<file path="src/rtl/btn_router_pkg.sv">
// rtl/btn_router_pkg.sv - shared types and helpers for the button-driven channel router
package btn_router_pkg;

    typedef enum logic [1:0] {
        DB_LO      = 2'd0,
        DB_PEND_HI = 2'd1,
        DB_HI      = 2'd2,
        DB_PEND_LO = 2'd3
    } db_state_t;

    // Counter width able to hold 0..cycles-1, never narrower than one bit.
    function automatic int cnt_w(input int cycles);
        return (cycles > 1) ? $clog2(cycles) : 1;
    endfunction

    function automatic int wrap_inc(input int idx, input int n);
        return (idx == n - 1) ? 0 : idx + 1;
    endfunction

endpackage

</file>
<file path="src/rtl/btn_debouncer.sv">
// rtl/btn_debouncer.sv - button synchroniser, debounce FSM, press strobe; long-press strobe under BTN_LONGPRESS_EN
module btn_debouncer
    import btn_router_pkg::*;
#(
    parameter int DEBOUNCE_CYCLES = 1_000_000,
    parameter int LONG_CYCLES     = 50_000_000
) (
    input  logic clk,
    input  logic rst,
    input  logic btn_in,
    output logic btn_pulse,
    output logic long_pulse
);

    localparam int CNT_W = cnt_w(DEBOUNCE_CYCLES);
    localparam logic [CNT_W-1:0] CNT_LAST = CNT_W'(DEBOUNCE_CYCLES - 1);

    logic [1:0]       sync_q, sync_d;
    db_state_t        state_q, state_d;
    logic [CNT_W-1:0] cnt_q, cnt_d;
    logic             btn_pulse_q, btn_pulse_d;
    logic             s;

    assign s       = sync_q[1];
    assign sync_d  = {sync_q[0], btn_in};
    assign btn_pulse = btn_pulse_q;

    always_comb begin
        state_d     = state_q;
        cnt_d       = cnt_q;
        btn_pulse_d = 1'b0;
        case (state_q)
            DB_LO: begin
                if (s) begin
                    state_d = DB_PEND_HI;
                    cnt_d   = '0;
                end
            end
            DB_PEND_HI: begin
                if (!s) begin
                    state_d = DB_LO;
                end else if (cnt_q == CNT_LAST) begin
                    state_d     = DB_HI;
                    btn_pulse_d = 1'b1;
                end else begin
                    cnt_d = cnt_q + 1'b1;
                end
            end
            DB_HI: begin
                if (!s) begin
                    state_d = DB_PEND_LO;
                    cnt_d   = '0;
                end
            end
            DB_PEND_LO: begin
                if (s) begin
                    state_d = DB_HI;
                end else if (cnt_q == CNT_LAST) begin
                    state_d = DB_LO;
                end else begin
                    cnt_d = cnt_q + 1'b1;
                end
            end
            default: state_d = DB_LO;
        endcase
    end

    always_ff @(posedge clk) begin
        if (rst) begin
            sync_q      <= '0;
            state_q     <= DB_LO;
            cnt_q       <= '0;
            btn_pulse_q <= 1'b0;
        end else begin
            sync_q      <= sync_d;
            state_q     <= state_d;
            cnt_q       <= cnt_d;
            btn_pulse_q <= btn_pulse_d;
        end
    end

`ifdef BTN_LONGPRESS_EN
    localparam int LP_W = cnt_w(LONG_CYCLES);
    localparam logic [LP_W-1:0] LP_LAST = LP_W'(LONG_CYCLES - 1);

    logic [LP_W-1:0] lp_cnt_q, lp_cnt_d;
    logic            lp_done_q, lp_done_d;
    logic            lp_strobe;

    // Counter saturates and the done flag survives bounces until the button is fully released.
    always_comb begin
        lp_strobe = (state_q == DB_HI) && (lp_cnt_q == LP_LAST) && !lp_done_q;
        if (state_q == DB_HI) begin
            lp_cnt_d = (lp_cnt_q == LP_LAST) ? lp_cnt_q : lp_cnt_q + 1'b1;
        end else begin
            lp_cnt_d = '0;
        end
        lp_done_d = (state_q == DB_LO) ? 1'b0 : (lp_done_q | lp_strobe);
    end

    always_ff @(posedge clk) begin
        if (rst) begin
            lp_cnt_q  <= '0;
            lp_done_q <= 1'b0;
        end else begin
            lp_cnt_q  <= lp_cnt_d;
            lp_done_q <= lp_done_d;
        end
    end

    assign long_pulse = lp_strobe;
`else
    localparam int unused_long_cycles = LONG_CYCLES;
    assign long_pulse = 1'b0;
`endif

endmodule

</file>
<file path="src/rtl/btn_channel_router.sv">
// rtl/btn_channel_router.sv - routes sel to one of NUM_CH registered channels, button advances; long-press clear under BTN_LONGPRESS_EN
module btn_channel_router
    import btn_router_pkg::*;
#(
    parameter  int WIDTH           = 3,
    parameter  int NUM_CH          = 2,
    parameter  int DEBOUNCE_CYCLES = 1_000_000,
    parameter  int LONG_CYCLES     = 50_000_000,
    localparam int CH_W            = $clog2(NUM_CH)
) (
    input  logic                    clk,
    input  logic                    rst,
    input  logic                    btn_in,
    input  logic [WIDTH-1:0]        sel,
    output logic [NUM_CH*WIDTH-1:0] ch_out,
    output logic [CH_W-1:0]         active_ch,
    output logic                    btn_pulse
);

    logic [NUM_CH*WIDTH-1:0] ch_q, ch_d;
    logic [CH_W-1:0]         active_ch_q, active_ch_d;
    logic                    long_pulse;

    btn_debouncer #(
        .DEBOUNCE_CYCLES(DEBOUNCE_CYCLES),
        .LONG_CYCLES    (LONG_CYCLES)
    ) u_debouncer (
        .clk       (clk),
        .rst       (rst),
        .btn_in    (btn_in),
        .btn_pulse (btn_pulse),
        .long_pulse(long_pulse)
    );

    // Capture on a press still lands in the old channel; the new one follows from the next cycle.
    always_comb begin
        ch_d        = ch_q;
        active_ch_d = active_ch_q;
        if (long_pulse) begin
            ch_d        = '0;
            active_ch_d = '0;
        end else begin
            ch_d[32'(active_ch_q) * WIDTH +: WIDTH] = sel;
            if (btn_pulse) begin
                active_ch_d = CH_W'(wrap_inc(32'(active_ch_q), NUM_CH));
            end
        end
    end

    always_ff @(posedge clk) begin
        if (rst) begin
            ch_q        <= '0;
            active_ch_q <= '0;
        end else begin
            ch_q        <= ch_d;
            active_ch_q <= active_ch_d;
        end
    end

    assign ch_out    = ch_q;
    assign active_ch = active_ch_q;

endmodule

</file>
<file path="config.mk">
export PLATFORM = sky130hd
export DESIGN_NAME = btn_channel_router
export DESIGN_NICKNAME = d
export VERILOG_FILES = /design/src/rtl/btn_router_pkg.sv /design/src/rtl/btn_debouncer.sv /design/src/rtl/btn_channel_router.sv
export SDC_FILE = /design/constraint.sdc
export NUM_CORES = 1
export LEC_CHECK = 0
export CORE_AREA = 4 4 65 67
export DETAILED_ROUTE_END_ITERATION = 8
export DIE_AREA = 0 0 69 71
export DONT_BUFFER_PORTS = 1
export GPL_ROUTABILITY_DRIVEN = 0
export GPL_TIMING_DRIVEN = 0
export SLEW_MARGIN = 40
export SYNTH_ARGS = -nofsm -noshare
export SYNTH_HDL_FRONTEND = slang
export SYNTH_SLANG_ARGS = --single-unit
</file>
<file path="constraint.sdc">
create_clock -name clk -period 1.9 [get_ports clk]
set_input_delay 0.285 -clock clk [delete_from_list [all_inputs] [get_ports clk]]
set_output_delay 0.285 -clock clk [all_outputs]
set_load 0.01 [all_outputs]
</file>
# Word level (Yosys, flattened, before mapping)
# Index checks and enable logic that the tools add are counted.
# op_classes
mul,1
n_reduce_logical,4
add_sub_neg,3
eq_ne,10
bitwise_logic,2
n_shift,2
n_mux,16
# op_table
cell,count
$mux W20,5
$pmux W20 S4,1
$neg A3 Y34,1
$shift A3 B34 Y6 const A,1
$shiftx A3 B34 Y6,1
$add A20 B1 Y20 const B,1
$eq A20 B20 Y1 const B,1
$mux W2,6
$pmux W2 S4,1
$reduce_and A4 Y1,2
$bwmux W6,1
$eq A2 B2 Y1 const B,2
$ne A2 B1 Y1 const B,2
$ne A2 B2 Y1 const B,2
$mul A1 B2 Y3 const B,1
$ne A3 B1 Y1 const B,1
$ne A3 B3 Y1 const B,1
$reduce_or A3 Y1,1
$eq A2 B1 Y1 const B,1
$logic_not A2 Y1,1
$mux W1,2
$not A1 Y1,2
$add A1 B1 Y1 const B,1
# word_totals
output_inout_bits,8
wordCells,44
regBits,32

# Longest topological paths before layout
# Gate-level depths: netlist of run 1.
# depth
depth_word,4
depth_mapped,6

# Hierarchy
# Synthesis of run 1 repeated with hierarchy kept, for this count alone.
# unflattened
cells_unflattened,179
area_unflattened_um2,1562.7
# modules_own_cells
module,cells_per_inst,area_each_um2,instances
btn_debouncer,155,1308.8,1
btn_channel_router,24,254.0,1

# Worst setup path after synthesis of run 1
# No wires, ideal clock.
# synth_timing
path_kind,reg2reg
from,reg u_debouncer.cnt_q[0]
to,reg u_debouncer.cnt_q[9]
setup_slack_ns,-0.143
required_ns,1.833
path_stages_with_launch,7
arrival_ns,1.976
setup_ns,0.067
path_cell_list,dfxtp_1 > ha_1 > and3_1 > and2_1 > a21o_2 > or4_2 > a21oi_2
# synth_via
elab_chain_len,4
# synth_lines
item,line_no,source
"start, declared",btn_debouncer.sv:20,"logic [CNT_W-1:0] cnt_q, cnt_d;"
"start signal, assigned",btn_debouncer.sv:77,cnt_q <= cnt_d;
$add A20 B1 Y20 / $eq A20 B20 Y1 (equally long branches),--,
$mux W20 *,"btn_debouncer.sv:42, btn_debouncer.sv:58",
"$mux W20, on equally long branches","btn_debouncer.sv:56, btn_debouncer.sv:40",
$pmux W20 S4 *,btn_debouncer.sv:32,case (state_q)
# Every way passes the cells marked *; elsewhere a longest branch is shown, timed or not. The select of a mux whose other input is x is not followed.
# A chain may end at the register's enable or synchronous reset.

# Worst setup path in the final report of run 1
# layout_timing
from,reg u_debouncer.cnt_q[8]
to,reg u_debouncer.cnt_q[5]
# layout_via
elab_chain_len,4
# layout_lines
item,line_no
$eq A20 B20 Y1 *,"btn_debouncer.sv:42, btn_debouncer.sv:58"
$mux W20 *,--
"$mux W20, on equally long branches",--
$pmux W20 S4 *,--
# Marked as above.

==> results of run 1 <==
==> routing by layer <==
metal  vias to the layer above  GRT usage (%)
met5                         -              0
met4                         0           6.07
met3                         6           4.83
met2                        19           21.3
met1                       550           15.8
li1                        578              -
==> synth_stat cells (3+ instances only) <==
master | count | area (µm²)
xor2_1 | 7 | 61.3
a211oi_1 | 5 | 37.5
a21oi_1 | 5 | 25.0
nand3_1 | 5 | 25.0
dfxtp_1 | 32 | 641
clkbuf_1 | 4 | 15.0
nor2_1 | 26 | 97.6
xnor2_1 | 9 | 78.8
nand2_1 | 8 | 30.0
nand4_1 | 7 | 43.8
mux2i_1 | 8 | 80.1
inv_1 | 3 | 11.3
==> state kept, by name, indices dropped and copies added, names as in the netlist, named ones only <==
register / count
u_debouncer.cnt_q: 20
active_ch: 1
ch_out: 6
u_debouncer.sync_q: 2
u_debouncer.state_q: 1
u_debouncer.btn_pulse: 1
==> final cells by class <==
class	count	area, µm²	area share (%)
plain buffers	3	12.5	0.713
clock buffers	6	72.6	4.14
clock inverters	2	35.0	2.00
inverters	3	11.3	0.642
multi-input cells	111	813	46.4
flip-flops and latches	32	652	37.2
well taps	48	60.1	3.42
repair buffers	12	97.6	5.56
==> cell families (layout without fill, tap and decap cells) <==
| logic type | count (synthesis) | count (layout) | share of synthesized area [%] |
|---|---|---|---|
| compound gates | 22 | 22 | 11.5 |
| flops | 32 | 32 | 45.5 |
| fa+ha+maj | 1 | 1 | 0.889 |
| buf+inv | 7 | 26 | 1.87 |
| simple gates | 64 | 64 | 24.6 |
| xor+xnor | 16 | 16 | 9.96 |
| mux | 8 | 8 | 5.69 |
==> timing repair <==
action | CTS | global route
resized for setup | 11 | 12
pin swaps | 4 | 11
setup buffers | 7 | 5
endpoints found under the setup margin | 21 | 20
==> power by group through the flow <==
| stage | logic (mW) | registers (mW) | clock network (mW) |
|---|---|---|---|
| 2_1_floorplan | 0.0242 | 0.697 | 0 |
| 3_3_place_gp | 0.0314 | 0.698 | 0 |
| 3_5_place_dp | 0.0325 | 0.698 | 0 |
| 4_1_cts | 0.0364 | 0.683 | 0.643 |
| 5_1_grt | 0.0409 | 0.681 | 0.683 |
| 6_report | 0.0367 | 0.681 | 0.631 |
==> stage by stage <==
stage / total power [mW] / util, % / setup TNS (ps) / setup WS [ps] / hold WS [ps]
floorplan: 0.721 / - / 0 / 2.42 / 357
global route: 1.40 / 48.3 / -365 / -57.5 / 41.4
finish: 1.35 / 48.3 / 0 / 8.04 / 66.9
global placement: 0.730 / 40.8 / -2180 / -172 / 358
detailed placement: 0.731 / 40.8 / -2250 / -135 / 359
CTS: 1.36 / 46.1 / 0 / 12.9 / 58.3
==> worst paths after layout <==
kind,cells after the start,end
setup reg to reg,7,u_debouncer.cnt_q[5]$_SDFFE_PP0P_
hold reg to reg,1,u_debouncer.sync_q[1]$_SDFF_PP0_
setup / recovery,7,u_debouncer.cnt_q[5]$_SDFFE_PP0P_
hold / removal,1,u_debouncer.sync_q[0]$_SDFF_PP0_
==> flow_metrics.env, run 1 <==
export IMPL_fillers=355
export IMPL_clkLatencyLatePin_ps=280
export IMPL_viasPerCell=5.31
export IMPL_dpl_cell_count=198
export IMPL_ant_nets=0
export IMPL_status="complete, no violations"
export IMPL_final_cell_mix="27 x dfxtp_1, 26 x nor2_1, 10 x buf_4"
export IMPL_critPathKind="register to register"
export IMPL_cp_slowest_cell="or4_4"
export IMPL_postSynthAreaPerCell_um2=9.38
export IMPL_final_common_cell="dfxtp_1"
export IMPL_postLayoutCellArea_um2=1750
export IMPL_synth_edff_count=0
export IMPL_ioPinCount=14
export IMPL_finalHoldViolations=0
export IMPL_powerDensity_nw_per_um2=769
export IMPL_synth_distinct_cells=38
export IMPL_r2r_setup_slack_ps=8
export IMPL_start_util_pct=38.7
export IMPL_area_delta_synth_final_pct=24.6
export IMPL_combinationalPowerShare_pct=2.7
export IMPL_fin_crit_sh_pct=99.6
export IMPL_grt_pass1_vias=1150
export IMPL_placed_area_um2=1480
export IMPL_hold_path_class="primary input to register"
export IMPL_p_sw_mw=0.273
export IMPL_syn_cell_area_um2=1410
export IMPL_rows=22
export IMPL_rr_startpoint="u_debouncer.cnt_q[8]$_SDFFE_PP0P_"
export IMPL_cp_startpoint="u_debouncer.cnt_q[8]$_SDFFE_PP0P_"
export IMPL_firstDrtPassIters=4
export IMPL_h_tree_depth=2
export IMPL_wl_met3_um=129
export IMPL_globalRouteOverflowTotal=0
export IMPL_routed_wl_um=3060
export IMPL_syn_inst=150
export IMPL_wl_met2_um=1500
export IMPL_chipHeight_um=71
export IMPL_antenna_cells=0
export IMPL_p_int_mw=1.08
export IMPL_hpwl_um=1990
export IMPL_worst_pin_slew_ps=789
export IMPL_leakage_nw=0.582
export IMPL_layout_cells_non_filler=217
export IMPL_avgRoutedWirePerCell_um=14.1
export IMPL_cp_cell_sequence="or4_4 > nor4_4 > buf_4 > a21o_4 > buf_6 > o311ai_1 > o41ai_1"
export IMPL_drt_iter0_markers=44
export IMPL_die_area_um2=4900
export IMPL_grt_antenna_before_repair=0
export IMPL_cts_buffers=5
export IMPL_yosys_warnings=0
export IMPL_clock_power_share_pct=46.8
export IMPL_vias=1153
export IMPL_clockRootBuffer="clkbuf_8"
export IMPL_grt_max_degree=11
export IMPL_startpoint_type="register"
export IMPL_syn_num_nets=157
export IMPL_max_cap_violations=0
export IMPL_min_period_ps=1890
export IMPL_grt_use_total_pct=13.3
export IMPL_rsz0062_at_grt="true"
export IMPL_postCtsHoldBufs=0
export IMPL_slew_violations=0
export IMPL_setup_viol=0
export IMPL_slew_headroom_pct=47.0
export IMPL_drive_gt1_share_pct=26.0
export IMPL_clk_path_buf_depth=2
export IMPL_path_max_fanout=5
export IMPL_nets=175
export IMPL_grt_first_pass_wirelength_um=5280
export IMPL_drt_met1_wl_um=1380
export IMPL_synth_ff_type="dfxtp_1"
export IMPL_seq_power_share_pct=50.5
export IMPL_crit_path_max_incr_delay_ps=540
export IMPL_cts_sinks=32
export IMPL_die_w_um=69
export IMPL_skew_ps=6.96
export IMPL_cpLargestDelayFamily="simple AND/OR/NAND/NOR gates"
export IMPL_crit_arrival_ps=2080
export IMPL_max_freq_ghz=0.529
export IMPL_vdd_ir_drop_max_uv=477
export IMPL_cp_required_ps=2080
export IMPL_async_flop_share_pct=0
export IMPL_cp_end_kind="register"
export IMPL_drc_errors=0
export IMPL_coreArea_um2=3630
export IMPL_hp_start="rst"
export IMPL_ys_ff_latch=32
export IMPL_highest_layer="met4"
export IMPL_port_buffers=0
export IMPL_synth_seq_area_share_pct=45.5
export IMPL_cts_tree="done"
export IMPL_switching_share_pct=20.2
export IMPL_clk_pin_slew_ps=60
export IMPL_path_buf_inv=2
No activity file was read; power rests on OpenSTA's default activity.
==> inputs of run 2 (changes only) <==
--- a/config.mk
+++ b/config.mk
@@ -5,13 +5,14 @@
 export SDC_FILE = /design/constraint.sdc
 export NUM_CORES = 1
 export LEC_CHECK = 0
-export CORE_AREA = 4 4 65 67
+export CORE_AREA = 4 4 68 70
 export DETAILED_ROUTE_END_ITERATION = 8
-export DIE_AREA = 0 0 69 71
+export DIE_AREA = 0 0 72 74
 export DONT_BUFFER_PORTS = 1
 export GPL_ROUTABILITY_DRIVEN = 0
 export GPL_TIMING_DRIVEN = 0
 export SLEW_MARGIN = 40
 export SYNTH_ARGS = -nofsm -noshare
 export SYNTH_HDL_FRONTEND = slang
+export SYNTH_HIERARCHICAL = 1
 export SYNTH_SLANG_ARGS = --single-unit
==> flow_metrics.env, run 2 <==
export IMPL_worst_pin_slew_ps=603
export IMPL_slew_violations=0
export IMPL_avgRoutedWirePerCell_um=14.4
export IMPL_grtUsageMet2_pct=23.0
export IMPL_synth_ff_type="dfxtp_1"
export IMPL_nets=195
export IMPL_min_to="u_debouncer/sync_q[1]$_SDFF_PP0_"
export IMPL_cp_end_kind="register"
export IMPL_synth_distinct_cells=47
export IMPL_port_buffers=0
export IMPL_yosysMostFrequentCell="dfxtp_1"
export IMPL_yosys_warnings=6
export IMPL_chipHeight_um=74
export IMPL_antenna_cells=0
export IMPL_drive_gt1_share_pct=18.1
export IMPL_status="complete, no violations"
export IMPL_use_met1_pct=16.9
export IMPL_final_cell_mix="29 x dfxtp_1, 22 x nor2_1, 16 x nand2_1"
export IMPL_syn_inst=179
export IMPL_coreArea_um2=3970
export IMPL_finalSetupTns_ps=0
export IMPL_area_delta_synth_final_pct=14.9
export IMPL_max_freq_ghz=0.527
export IMPL_critPathKind="register to register"
export IMPL_clk_pin_slew_ps=60
export IMPL_drc_errors=0
export IMPL_h_tree_depth=2
export IMPL_powerDensity_nw_per_um2=664
export IMPL_clkLatencyLatePin_ps=280
export IMPL_hp_start="rst"
export IMPL_startpoint_type="register"
export IMPL_rsz0062_at_grt="true"
export IMPL_hold_path_class="primary input to register"
export IMPL_die_w_um=72
export IMPL_grt_use_total_pct=13.8
export IMPL_die_area_um2=5330
export IMPL_largest_reg_flops=20
export IMPL_start_util_pct=39.4
export IMPL_cts_tree="done"
export IMPL_syn_cell_area_um2=1560
export IMPL_drt_iter0_markers=74
export IMPL_synthTopCellsByCount="32 x dfxtp_1, 22 x nor2_1, 16 x nand2_1"
export IMPL_reg2reg_depth=6
export IMPL_slew_headroom_pct=59.8
export IMPL_hold_depth=1
export IMPL_fin_ws_ps=4.18
export IMPL_regMostFlops="u_debouncer/cnt_q"
export IMPL_async_flop_share_pct=0
export IMPL_rr_startpoint="u_debouncer/cnt_q[6]$_SDFFE_PP0P_"
export IMPL_synth_edff_count=0
export IMPL_cts_sinks=32
export IMPL_cp_required_ps=2080
export IMPL_gr_usage_met3_pct=4.86
export IMPL_grt_pass1_vias=1366
export IMPL_rows=23
export IMPL_fin_crit_sh_pct=99.8
export IMPL_skew_ps=9.69
export IMPL_busiest_layer="met2"
export IMPL_max_cap_violations=0
export IMPL_firstDrtPassIters=4
export IMPL_routed_wl_um=3420
export IMPL_syn_num_nets=186
export IMPL_final_common_cell="dfxtp_1"
export IMPL_grt_antenna_before_repair=0
export IMPL_postSynthAreaPerCell_um2=8.73
export IMPL_dp_slack_ps=-74.2
export IMPL_finalHoldViolations=0
export IMPL_globalRouteOverflowTotal=0
export IMPL_grt_first_pass_wirelength_um=5880
export IMPL_netlist_area_leader_share_pct=41.0
export IMPL_vias=1309
export IMPL_viasPerCell=5.50
export IMPL_cts_buffers=5
export IMPL_clockRootBuffer="clkbuf_8"
export IMPL_clk_path_buf_depth=2
export IMPL_ant_nets=0
export IMPL_ys_ff_latch=32
export IMPL_grt_max_degree=11
export IMPL_synth_seq_area_share_pct=41.0
export IMPL_synth_largest_area_cell="dfxtp_1"
export IMPL_min_period_ps=1900
export IMPL_ioPinCount=14
export IMPL_hpwl_um=2360
export IMPL_crit_arrival_ps=2080
export IMPL_leakage_nw=0.566
export IMPL_r2r_end="u_debouncer/cnt_q[4]$_SDFFE_PP0P_"
export IMPL_r2r_setup_slack_ps=4
export IMPL_synth_area_leaders="dfxtp_1 41%, mux2i_1 5.8%, xnor2_1 5.6%, nor2_1 5.3%, nand3_1 3.8%"
export IMPL_setup_viol=0
export IMPL_path_max_fanout=5
export IMPL_vdd_ir_drop_max_uv=461
[run 2: cell count changes after synthesis, sizes merged, moves of 5 or more]
cell	before	now
buf	0	7
a31oi	1	6
nand3	5	12
xor2	7	1
nand2	8	17
[run 2: cell families (layout without fill, tap and decap cells)]
family | after synthesis | count (layout) | synth area share [%]
multiplexers | 11 | 11 | 7.45
AO/OA/AOI/OAI | 23 | 23 | 10.1
AND/OR/NAND/NOR | 86 | 86 | 29.9
flip-flops | 32 | 32 | 41.0
other | 1 | 1 | 0.240
adder cells (fa/ha/maj) | 1 | 1 | 0.801
buffers and inverters | 14 | 23 | 4.32
XOR/XNOR | 11 | 11 | 6.16
[run 2: cell type report]
class,instances,area [µm²]
repair buffers,3,26.3
plain buffers,11,60.1
clock inverters,1,5.00
clock buffers,6,72.6
flip-flops and latches,32,647
multi-input cells,133,915
fillers,393,2180
inverters,2,7.51
well taps,50,62.6
[run 2: worst max path at each step]
stage | start | endpoint | depth (start not counted) | slack (ps)
global route | u_debouncer/cnt_q[6]$_SDFFE_PP0P_ | u_debouncer/cnt_q[10]$_SDFFE_PP0P_ | 7 | -90
finish | u_debouncer/cnt_q[6]$_SDFFE_PP0P_ | u_debouncer/cnt_q[4]$_SDFFE_PP0P_ | 6 | 4
CTS | u_debouncer/cnt_q[6]$_SDFFE_PP0P_ | u_debouncer/cnt_q[4]$_SDFFE_PP0P_ | 6 | -10
detailed placement | u_debouncer/cnt_q[6]$_SDFFE_PP0P_ | u_debouncer/cnt_q[4]$_SDFFE_PP0P_ | 6 | -70
floorplan | u_debouncer/cnt_q[6]$_SDFFE_PP0P_ | u_debouncer/cnt_q[5]$_SDFFE_PP0P_ | 6 | 100
global placement | u_debouncer/cnt_q[6]$_SDFFE_PP0P_ | u_debouncer/cnt_q[4]$_SDFFE_PP0P_ | 6 | -20
[run 2: layer usage]
| metal | share of wire (%) | wire [µm] | up-vias |
|---|---|---|---|
| met3 | 5.1 | 176 | 4 |
| met5 | 0 | 0 | - |
| met2 | 48 | 1640 | 24 |
| met4 | 0.82 | 28 | 0 |
| li1 | - | - | 650 |
| met1 | 46 | 1580 | 631 |
[run 2: critical path, stage by stage (launching register included)]
cell	delay [ps]
dfxtp_4	350
or4b_4	540
and4bb_1	290
buf_6	130
nand2_2	70
nor4bb_1	160
nor4_2	260
[run 2: per-stage QoR]
| step | cells | total power [mW] | utilization (%) | cell area [µm²] | hold slack, ps |
|---|---|---|---|---|---|
| 6_report | 238 | 1.19 | 45.2 | 1800 | 77.7 |
| 5_1_grt | 238 | 1.25 | 45.2 | 1800 | 62.1 |
| 4_1_cts | 238 | 1.21 | 43.8 | 1740 | 68.6 |
| 3_5_place_dp | 229 | 0.732 | 40.9 | 1630 | 361 |
| 3_3_place_gp | 229 | 0.731 | 40.9 | 1630 | 359 |
| 2_1_floorplan | 179 | 0.723 | - | 1560 | 356 |
[run 2: what timing repair did]
| action | in CTS | in global routing |
|---|---|---|
| setup buffers | 2 | 1 |
| hold buffers | 0 | 0 |
| gates resized for setup | 7 | 12 |
| endpoints found under the setup margin | 5 | 12 |
| pin swaps | 2 | 10 |
[run 2: power breakdown]
part           switching, mW  total (mW)  leakage [nW]  internal [mW]
Sequential           0.00483       0.680         0.260          0.675
Clock                  0.224       0.473        0.0410          0.248
Combinational         0.0264      0.0395         0.265         0.0131
